`config.mk`:
```
export PLATFORM = sky130hd
export DESIGN_NAME = wavetable_voice_sched
export DESIGN_NICKNAME = d
export VERILOG_FILES = /design/src/rtl/wavetable_voice_sched.sv
export SDC_FILE = /design/constraint.sdc
export NUM_CORES = 1
export LEC_CHECK = 0
export ABC_AREA = 0
export CAP_MARGIN = 10
export CORE_ASPECT_RATIO = 1.2
export CORE_MARGIN = 2
export CORE_UTILIZATION = 49
export DETAILED_ROUTE_END_ITERATION = 8
export PLACE_DENSITY = 0.74
export SETUP_SLACK_MARGIN = 0.1
export SKIP_CTS_REPAIR_TIMING = 1
export SLEW_MARGIN = 10
export SYNTH_ARGS = -nofsm -noshare
export SYNTH_HDL_FRONTEND = slang
export SYNTH_SLANG_ARGS = --single-unit
export TNS_END_PERCENT = 5
```
`constraint.sdc`:
```
create_clock -name clk -period 7.4 [get_ports clk]
set_clock_uncertainty 0.15 [all_clocks]
set_input_delay 1.48 -clock clk [delete_from_list [all_inputs] [get_ports clk]]
set_output_delay 1.48 -clock clk [all_outputs]
set_load 0.005 [all_outputs]
```
`src/rtl/wavetable_voice_sched.sv`:
```
// Shares one registered sample ROM between NUM_VOICES phase-accumulator voices.
// Each frame issues one read per voice, then sums the returned samples into one output sample.
module wavetable_voice_sched #(
  parameter int NUM_VOICES = 4,
  parameter int PHASE_W    = 16,
  parameter int ADDR_W     = 7,
  parameter int DATA_W     = 8,
  parameter int ROM_LAT    = 2,
  parameter int SAMPLE_DIV = 256
) (
  input  logic                          clk,
  input  logic                          rst,
  input  logic [NUM_VOICES-1:0]         voice_en,
  input  logic [NUM_VOICES*PHASE_W-1:0] voice_inc,
  output logic [ADDR_W-1:0]             rom_addr,
  input  logic [DATA_W-1:0]             rom_data,
  output logic [15:0]                   sample,
  output logic                          sample_valid,
  output logic                          busy
);

  localparam int ACC_W = DATA_W + $clog2(NUM_VOICES);
  localparam int TIM_W = (SAMPLE_DIV > 1) ? $clog2(SAMPLE_DIV) : 1;
  localparam int IDX_W = $clog2(NUM_VOICES + 1);
  localparam int CNT_W = $clog2(ROM_LAT + 1);

  typedef enum logic [1:0] {IDLE, ISSUE, DRAIN, DONE} state_t;

  state_t               state;
  logic [TIM_W-1:0]     timer;
  logic [IDX_W-1:0]     idx;
  logic [CNT_W-1:0]     drain_cnt;
  logic [ACC_W-1:0]     acc;
  logic [ROM_LAT:0]     tag;
  logic [PHASE_W-1:0]   phase [NUM_VOICES];

  logic                 issue_go;
  logic [IDX_W-1:0]     issue_slot;
  logic                 slot_en;
  logic [PHASE_W-1:0]   slot_inc;
  logic [ADDR_W-1:0]    slot_addr;
  logic [PHASE_W-1:0]   slot_phase_nxt;

  // Select the voice whose ROM read is registered at the coming edge.
  always_comb begin
    issue_go       = 1'b0;
    issue_slot     = '0;
    slot_en        = 1'b0;
    slot_inc       = '0;
    slot_addr      = '0;
    if (state == IDLE && timer == '0) begin
      issue_go   = 1'b1;
      issue_slot = '0;
    end else if (state == ISSUE && idx != IDX_W'(NUM_VOICES - 1)) begin
      issue_go   = 1'b1;
      issue_slot = idx + IDX_W'(1);
    end else begin
      issue_go   = 1'b0;
      issue_slot = '0;
    end
    for (int v = 0; v < NUM_VOICES; v++) begin
      if (issue_slot == IDX_W'(v)) begin
        slot_en   = voice_en[v];
        slot_inc  = voice_inc[v*PHASE_W +: PHASE_W];
        slot_addr = phase[v][PHASE_W-1 -: ADDR_W];
      end else begin
        slot_en   = slot_en;
      end
    end
    // A disabled voice restarts from phase 0 so re-enabling begins at rom[0].
    slot_phase_nxt = '0;
    for (int v = 0; v < NUM_VOICES; v++) begin
      if (issue_slot == IDX_W'(v) && slot_en) begin
        slot_phase_nxt = phase[v] + slot_inc;
      end else begin
        slot_phase_nxt = slot_phase_nxt;
      end
    end
  end

  // Frame timer, scheduling FSM, phase accumulators, enable tag pipeline and mixer.
  always_ff @(posedge clk) begin
    if (rst) begin
      state        <= IDLE;
      timer        <= '0;
      idx          <= '0;
      drain_cnt    <= '0;
      acc          <= '0;
      tag          <= '0;
      rom_addr     <= '0;
      sample       <= 16'd0;
      sample_valid <= 1'b0;
      busy         <= 1'b0;
      for (int v = 0; v < NUM_VOICES; v++) phase[v] <= '0;
    end else begin
      timer        <= (timer == TIM_W'(SAMPLE_DIV - 1)) ? '0 : timer + TIM_W'(1);
      sample_valid <= 1'b0;
      tag          <= {tag[ROM_LAT-1:0], issue_go & slot_en};
      rom_addr     <= (issue_go && slot_en) ? slot_addr : '0;
      for (int v = 0; v < NUM_VOICES; v++) begin
        if (issue_go && issue_slot == IDX_W'(v)) phase[v] <= slot_phase_nxt;
      end
      // The tag leaving the pipeline lines up with the rom_data of its own read.
      if (state == IDLE && timer == '0) begin
        acc <= '0;
      end else if (tag[ROM_LAT]) begin
        acc <= acc + ACC_W'(rom_data);
      end else begin
        acc <= acc;
      end
      case (state)
        IDLE: begin
          if (timer == '0) begin
            state <= ISSUE;
            idx   <= '0;
            busy  <= 1'b1;
          end
        end
        ISSUE: begin
          if (idx == IDX_W'(NUM_VOICES - 1)) begin
            state     <= DRAIN;
            drain_cnt <= '0;
          end else begin
            idx <= idx + IDX_W'(1);
          end
        end
        DRAIN: begin
          if (drain_cnt == CNT_W'(ROM_LAT - 1)) begin
            state <= DONE;
          end else begin
            drain_cnt <= drain_cnt + CNT_W'(1);
          end
        end
        DONE: begin
          sample       <= 16'(acc);
          sample_valid <= 1'b1;
          busy         <= 1'b0;
          state        <= IDLE;
        end
        default: state <= IDLE;
      endcase
    end
  end

endmodule

```
==> flow_summary.json, run 1 <==
{
  "status": "finished clean",
  "dp_slack_ns": 1.70,
  "hp-class": "register to register",
  "path_clk_slew_ns": 0.09,
  "finalMaxSlewViolations": 0,
  "grt_overflow": 0,
  "dr.pass1.iters": 5,
  "num_vias": 7487,
  "ys.flop_type": "edfxtp_1",
  "floorplan.die.height_um": 147,
  "area_growth_pct": 17.4,
  "critical_path_arrival_ns": 5.60,
  "place_congestion": 0.988,
  "insertion_delay_ns": 0.37,
  "power_switching_mw": 1.56,
  "fmax_ghz": 0.177,
  "drt_iter0_drc": 642,
  "drc": 0,
  "die_w_um": 123,
  "post_route_cells_drive_above_1_share": 0.0380,
  "vdd.ir_drop.worst_mv": 0.232,
  "ys_types": 74,
  "cts_buffers": 9,
  "grt_setup_unrepaired": "false",
  "wl_um": 24400,
  "grt_max_degree": 38,
  "coreArea_mm2": 0.0167,
  "worstPathCellList": "inv_1, ha_1, or4b_1, or2_4, nand2_1, buf_4, a22oi_1, o21ai_0, ha_1, inv_1, fa_1, o21ai_0, a211oi_1, o21ai_0, xnor2_1, o22ai_1, a211oi_1, nor2_1",
  "io-pin-count": 103,
  "seqPwrFrac": 0.241,
  "synth-async-reset-ratio": 0,
  "synth.avg_cell_area_um2": 9.09,
  "htree_levels": 3,
  "critPathCaptureType": "register",
  "avgViaCountPerCell": 6.16,
  "synth_edf_count": 64,
  "swShare": 0.456,
  "fillers": 1442,
  "fin_tns_setup_ns": 0,
  "yosysSeqAreaShare": 0.345,
  "worst_pin_slew_ns": 1.01,
  "pwr-share-comb": 0.603,
  "num_antenna_cells": 0,
  "yosys_register_bits": 111,
  "initial_core_util": 0.496,
  "yosysWarnings": 0,
  "grt_pass1_wl_um": 37700,
  "cpPeakStageDelay_ns": 0.57,
  "slew_headroom": 0.329,
  "ant_nets": 0,
  "pwr-share-clk": 0.156,
  "hpwl_um": 17600,
  "setup.worst_path.start_class": "register",
  "num-nets-final": 1157,
  "crit_slowest_cell": "or4b_1",
  "track_usage": 0.273,
  "p_int_mw": 1.86,
  "fin_util": 0.583,
  "portBuffers": 96,
  "crit_path_max_fanout": 19,
  "power_leakage_nw": 3.81,
  "grt_pass1_vias": 7199,
  "antenna_found_initial": 0,
  "clock_sinks": 111,
  "required_ns": 7.35,
  "fin_hold_ws_ns": 0.303,
  "crit_top_cell": "o21ai_0",
  "hold_viol_final": 0,
  "power_density_mw_per_mm2": 351,
  "clock_path_buffers": 2,
  "dp.cells": 1199,
  "critical_path_class": "register to register",
  "syn_area_mm2": 0.00830,
  "cts_root_buf": "clkbuf_16",
  "synth_cells": 913,
  "die_area_mm2": 0.0180,
  "cts_tree": "built",
  "rows": 52,
  "setup_slack_ns": 1.75,
  "setup_viol": 0,
  "fin_crit_sh": 0.764,
  "drt-wirelength-per-cell_um": 20.1,
  "layout_min_cycle_time_ns": 5.65,
  "final_cells": 1215,
  "maxCapViolations": 0
}
## power groups by stage
stage | combinational (mW) | clock, mW | sequential [mW]
2_1_floorplan | 1.52 | 0 | 0.808
3_3_place_gp | 1.99 | 0 | 0.834
3_5_place_dp | 2.01 | 0 | 0.836
4_1_cts | 2.03 | 0.537 | 0.822
5_1_grt | 2.23 | 0.562 | 0.834
6_report | 2.06 | 0.532 | 0.825
## cells in the mapped netlist (3+ instances only)
| library cell | instances | area, µm² |
|---|---|---|
| and2_1 | 4 | 25.0 |
| a22oi_1 | 15 | 113 |
| buf_1 | 9 | 33.8 |
| nor3_1 | 24 | 120 |
| o21a_1 | 10 | 75.1 |
| o22ai_1 | 9 | 56.3 |
| clkbuf_1 | 15 | 56.3 |
| o211ai_1 | 10 | 75.1 |
| buf_2 | 4 | 20.0 |
| o31ai_1 | 4 | 30.0 |
| nand2b_1 | 7 | 43.8 |
| nand3_1 | 16 | 80.1 |
| nand3b_1 | 3 | 22.5 |
| or3_1 | 8 | 50.1 |
| xor2_1 | 22 | 193 |
| a2bb2oi_1 | 4 | 35.0 |
| a21boi_0 | 4 | 30.0 |
| or2_2 | 5 | 31.3 |
| a211o_1 | 6 | 52.6 |
| ha_1 | 80 | 1000 |
| dfxtp_1 | 47 | 941 |
| o21ai_0 | 51 | 255 |
| a221oi_1 | 10 | 87.6 |
| and3_1 | 4 | 25.0 |
| mux2i_1 | 38 | 380 |
| and4_1 | 3 | 26.3 |
| edfxtp_1 | 64 | 1920 |
| a21oi_1 | 58 | 290 |
| xnor2_1 | 34 | 298 |
| a31oi_1 | 11 | 68.8 |
| nor3b_1 | 4 | 30.0 |
| nand2_1 | 46 | 173 |
| a2111oi_0 | 3 | 26.3 |
| nand4_1 | 4 | 25.0 |
| nor4_1 | 3 | 18.8 |
| fa_1 | 5 | 100 |
| a211oi_1 | 14 | 105 |
| a311oi_1 | 6 | 52.6 |
| a21o_1 | 26 | 195 |
| buf_4 | 7 | 52.6 |
| nor2b_1 | 21 | 131 |
| o21bai_1 | 5 | 37.5 |
| inv_1 | 30 | 113 |
| nor2_1 | 124 | 465 |
## placed cells by master (no fill, tap or decap), types with 22 or more instances in the layout
| cell | n |
|---|---|
| clkdlybuf4s50_1 | 96 |
| ha_1 | 80 |
| edfxtp_1 | 64 |
| o21ai_0 | 51 |
| xnor2_1 | 34 |
| a21o_1 | 26 |
| nor2_1 | 124 |
| nor3_1 | 24 |
| mux2i_1 | 38 |
| inv_1 | 30 |
| nand2_1 | 46 |
| dfxtp_1 | 46 |
| a21oi_1 | 58 |
| xor2_1 | 22 |
## layout make-up
type / instances / area, µm² / area share
sequential: 111 / 2860 / 0.294
clock buffer: 10 / 250 / 0.0257
clock inverter: 6 / 80.1 / 0.00822
timing repair buffer: 102 / 1010 / 0.103
inverter: 30 / 113 / 0.0116
tap: 216 / 270 / 0.0277
multi-input combinational: 740 / 5160 / 0.530
## flip-flops by register name, indices dropped and copies added (netlist names)
register	flops
timer	8
sample	10
acc	10
busy	1
phase	64
rom_addr	7
idx	3
state	2
drain_cnt	2
sample_valid	1
tag	3
## logic make-up (layout without fill, tap and decap cells)
| kind of cell | after synthesis | count (layout) | share of synthesized area |
|---|---|---|---|
| AND/OR/NAND/NOR | 286 | 286 | 0.163 |
| adder cells (fa/ha/maj) | 85 | 85 | 0.133 |
| XOR/XNOR | 56 | 56 | 0.0591 |
| flip-flops | 111 | 111 | 0.345 |
| buffers and inverters | 67 | 148 | 0.0351 |
| other | 1 | 6 | 0.000452 |
| multiplexers | 39 | 39 | 0.0472 |
| AO/OA/AOI/OAI | 268 | 268 | 0.217 |
## worst paths after layout
path | from | to | slack [ns] | depth (start not counted)
setup / recovery | state[0] | phase[1][10] | 1.75 | 18
hold / removal | tag[1] | tag[2] | 0.30 | 1
hold reg to reg | tag[1] | tag[2] | 0.30 | 1
setup reg to reg | state[0] | phase[1][10] | 1.75 | 18
## metal layers
metal  GRT usage  vias up  wire length, µm
li1            -     3547                -
met1       0.344     3544             9970
met2       0.448      326            11500
met3      0.0523       70             1890
met4       0.125        0              988
met5           0        -                0
## worst max-delay path: cells and delay by family (launching register included)
| kind | cells | cell delay [ns] |
|---|---|---|
| AOI/OAI and AO/OA | 7 | 2.06 |
| xor gates and xnor gates | 1 | 0.17 |
| adders and majority gates | 3 | 0.93 |
| buffers and inverters | 3 | 0.54 |
| DFF | 1 | 0.34 |
| and+or+nand+nor | 4 | 1.18 |
## per-stage QoR
step | power [mW] | area, µm²
finish | 3.42 | 9750
global route | 3.63 | 9750
CTS | 3.39 | 9750
detailed placement | 2.85 | 9420
global placement | 2.82 | 9420
floorplan | 2.33 | 8320
Power figures use the tool's default switching activity.
==> run 2, diff against run 1 <==
==> constraint.sdc (replaced) <==
create_clock -name clk -period 5.3 [get_ports clk]
set_clock_uncertainty 0.15 [all_clocks]
set_input_delay 1.06 -clock clk [delete_from_list [all_inputs] [get_ports clk]]
set_output_delay 1.06 -clock clk [all_outputs]
set_load 0.005 [all_outputs]
==> run 2 against run 1 <==
  * Critical path depth grew 1
  * Largest power group unchanged
  * Fmax grew 14%
  * Non-clock buffer count grew 14
  * Setup slack lost 1.4 ns
  * Design area grew 1.7%
  * Cell count grew 1.2%
  * Via count shrank 0.48%
  * Power grew 44%
==> flow_summary.json, run 2 (synthesis gave the netlist of run 1 again) <==
{
  "status": "finished clean",
  "swShare": 0.455,
  "fin_hold_ws_ns": 0.297,
  "multiInputGateArea_mm2": 0.00523,
  "avgViaCountPerCell": 6.06,
  "min_to": "tag[1]",
  "hp-class": "register to register",
  "wl_um": 24000,
  "rrSetupSlack_ns": 0.34,
  "track_usage": 0.272,
  "fillers": 1494,
  "mostFrequentLayoutCells": "nor2_1 (123), clkdlybuf4s50_1 (96), ha_1 (80), edfxtp_1 (64), a21oi_1 (57)",
  "dr_wl_met2_um": 11400,
  "cts_tree": "built",
  "portBuffers": 96,
  "grt_overflow": 0,
  "worstPathCellList": "inv_1, ha_1, nand2b_1, nor2_2, nand2_1, a22oi_1, o21ai_1, ha_1, fa_1, a21oi_1, o211ai_1, buf_4, a21o_1, a21oi_1, o21ai_0, xnor2_1, a211oi_1, buf_4, nor2_1",
  "crit_slowest_cell": "fa_1",
  "p_int_mw": 2.69,
  "floorplan.die.height_um": 147,
  "finalMaxSlewViolations": 0,
  "required_ns": 5.24,
  "maxCapViolations": 0,
  "drt-wirelength-per-cell_um": 19.5,
  "worstRegToRegCells": 19,
  "grt_pass1_wl_um": 37700,
  "ant_nets": 0,
  "post_route_cells_drive_above_1_share": 0.0661,
  "r2r_end": "phase[1][10]",
  "drt_iter0_drc": 524,
  "largest_register_ffs": 64,
  "die_w_um": 123,
  "power_switching_mw": 2.25,
  "met1Wirelength_um": 10000,
  "setup.worst_path.start_class": "register",
  "cts_root_buf": "clkbuf_16",
  "num_vias": 7451,
  "clock_path_buffers": 2,
  "fin_util": 0.593,
  "path_clk_slew_ns": 0.09,
  "num_antenna_cells": 0,
  "htree_levels": 3,
  "regMostFlops": "phase",
  "hold_start": "tag[0]",
  "worst-path-buf-inv": 3,
  "power_density_mw_per_mm2": 498,
  "dr.pass1.iters": 5,
  "p_total_mw": 4.93,
  "hold_viol_final": 0,
  "worst_pin_slew_ns": 0.952,
  "fin_crit_sh": 0.937,
  "seqPwrFrac": 0.232,
  "place_congestion": 0.991,
  "hold_path_depth": 1,
  "initial_core_util": 0.496,
  "num-nets-final": 1171,
  "vdd.ir_drop.worst_mv": 0.340,
  "critPathCaptureType": "register",
  "critical_path_class": "register to register",
  "pwr-share-clk": 0.153,
  "wl_met3_um": 1710,
  "rows": 52,
  "reg2reg_from": "state[1]",
  "layout_min_cycle_time_ns": 4.96,
  "cpPeakStageDelay_ns": 0.42,
  "mostFrequentLayoutCell": "nor2_1",
  "crit_family": "compound AO/OA/AOI/OAI gates",
  "hpwl_um": 17800,
  "power_leakage_nw": 3.90,
  "insertion_delay_ns": 0.37,
  "cts_buffers": 9,
  "fin_tns_setup_ns": 0,
  "ff_latch_area_mm2": 0.00286,
  "io-pin-count": 103,
  "pwr-share-comb": 0.616,
  "clock_sinks": 111,
  "die_area_mm2": 0.0180,
  "slew_headroom": 0.366,
  "grt_pass1_vias": 7277,
  "coreArea_mm2": 0.0167,
  "grt_max_degree": 38,
  "fmax_ghz": 0.201,
  "area_growth_pct": 19.5,
  "grt_setup_unrepaired": "false",
  "drc": 0,
  "critical_path_arrival_ns": 4.91,
  "reg_top3": "phase (64), acc (10), sample (10)",
  "antenna_found_initial": 0,
  "top_layer": "met4",
  "crit_path_max_fanout": 9,
  "setup_viol": 0
}
[run 2: cell count changes in the layout (fill, tap and decap cells not counted), moves of 3 or more]
cell | before | now
o21ai_2 | 0 | 5
buf_4 | 6 | 20
o21ai_0 | 51 | 43
o21ai_1 | 1 | 4
[run 2: worst max path at each step]
stage	from	endpoint	slack [ns]	cells past startpoint
2_1_floorplan	state[0]	phase[0][10]	0.72	18
3_3_place_gp	state[1]	phase[1][14]	0.20	17
3_5_place_dp	state[0]	phase[1][14]	0.08	17
4_1_cts	state[0]	phase[1][14]	0.03	17
5_1_grt	state[1]	phase[1][14]	0.09	17
6_report	state[1]	phase[1][10]	0.34	19
[run 2: layout make-up]
type | count | share of cell area
Tap cell | 216 | 0.0273
Clock buffer | 10 | 0.0252
Clock inverter | 6 | 0.00782
Multi-Input combinational cell | 740 | 0.528
Sequential cell | 111 | 0.289
Timing Repair Buffer | 116 | 0.112
Inverter | 30 | 0.0114
[run 2: through the flow]
stage                     std cells  setup slack (ns)  area (µm²)
after floorplan                 918             0.716        8320
after global placement         1213             0.203        9520
after detailed placement       1213            0.0777        9520
after CTS                      1229            0.0348        9850
after global routing           1229            0.0884        9920
final                          1229             0.335        9920
[run 2: routing by layer]
layer | up-vias | global-route usage
li1 | 3579 | -
met1 | 3509 | 0.359
met2 | 301 | 0.448
met3 | 62 | 0.0398
met4 | 0 | 0.101
met5 | - | 0
[run 2: power groups by stage]
| stage | Combinational, mW | Clock [mW] | Sequential [mW] |
|---|---|---|---|
| 4_1_cts | 2.93 | 0.755 | 1.14 |
| 6_report | 3.04 | 0.753 | 1.14 |
| 2_1_floorplan | 2.13 | 0 | 1.13 |
| 3_5_place_dp | 2.91 | 0 | 1.16 |
| 5_1_grt | 3.31 | 0.781 | 1.16 |
| 3_3_place_gp | 2.88 | 0 | 1.16 |
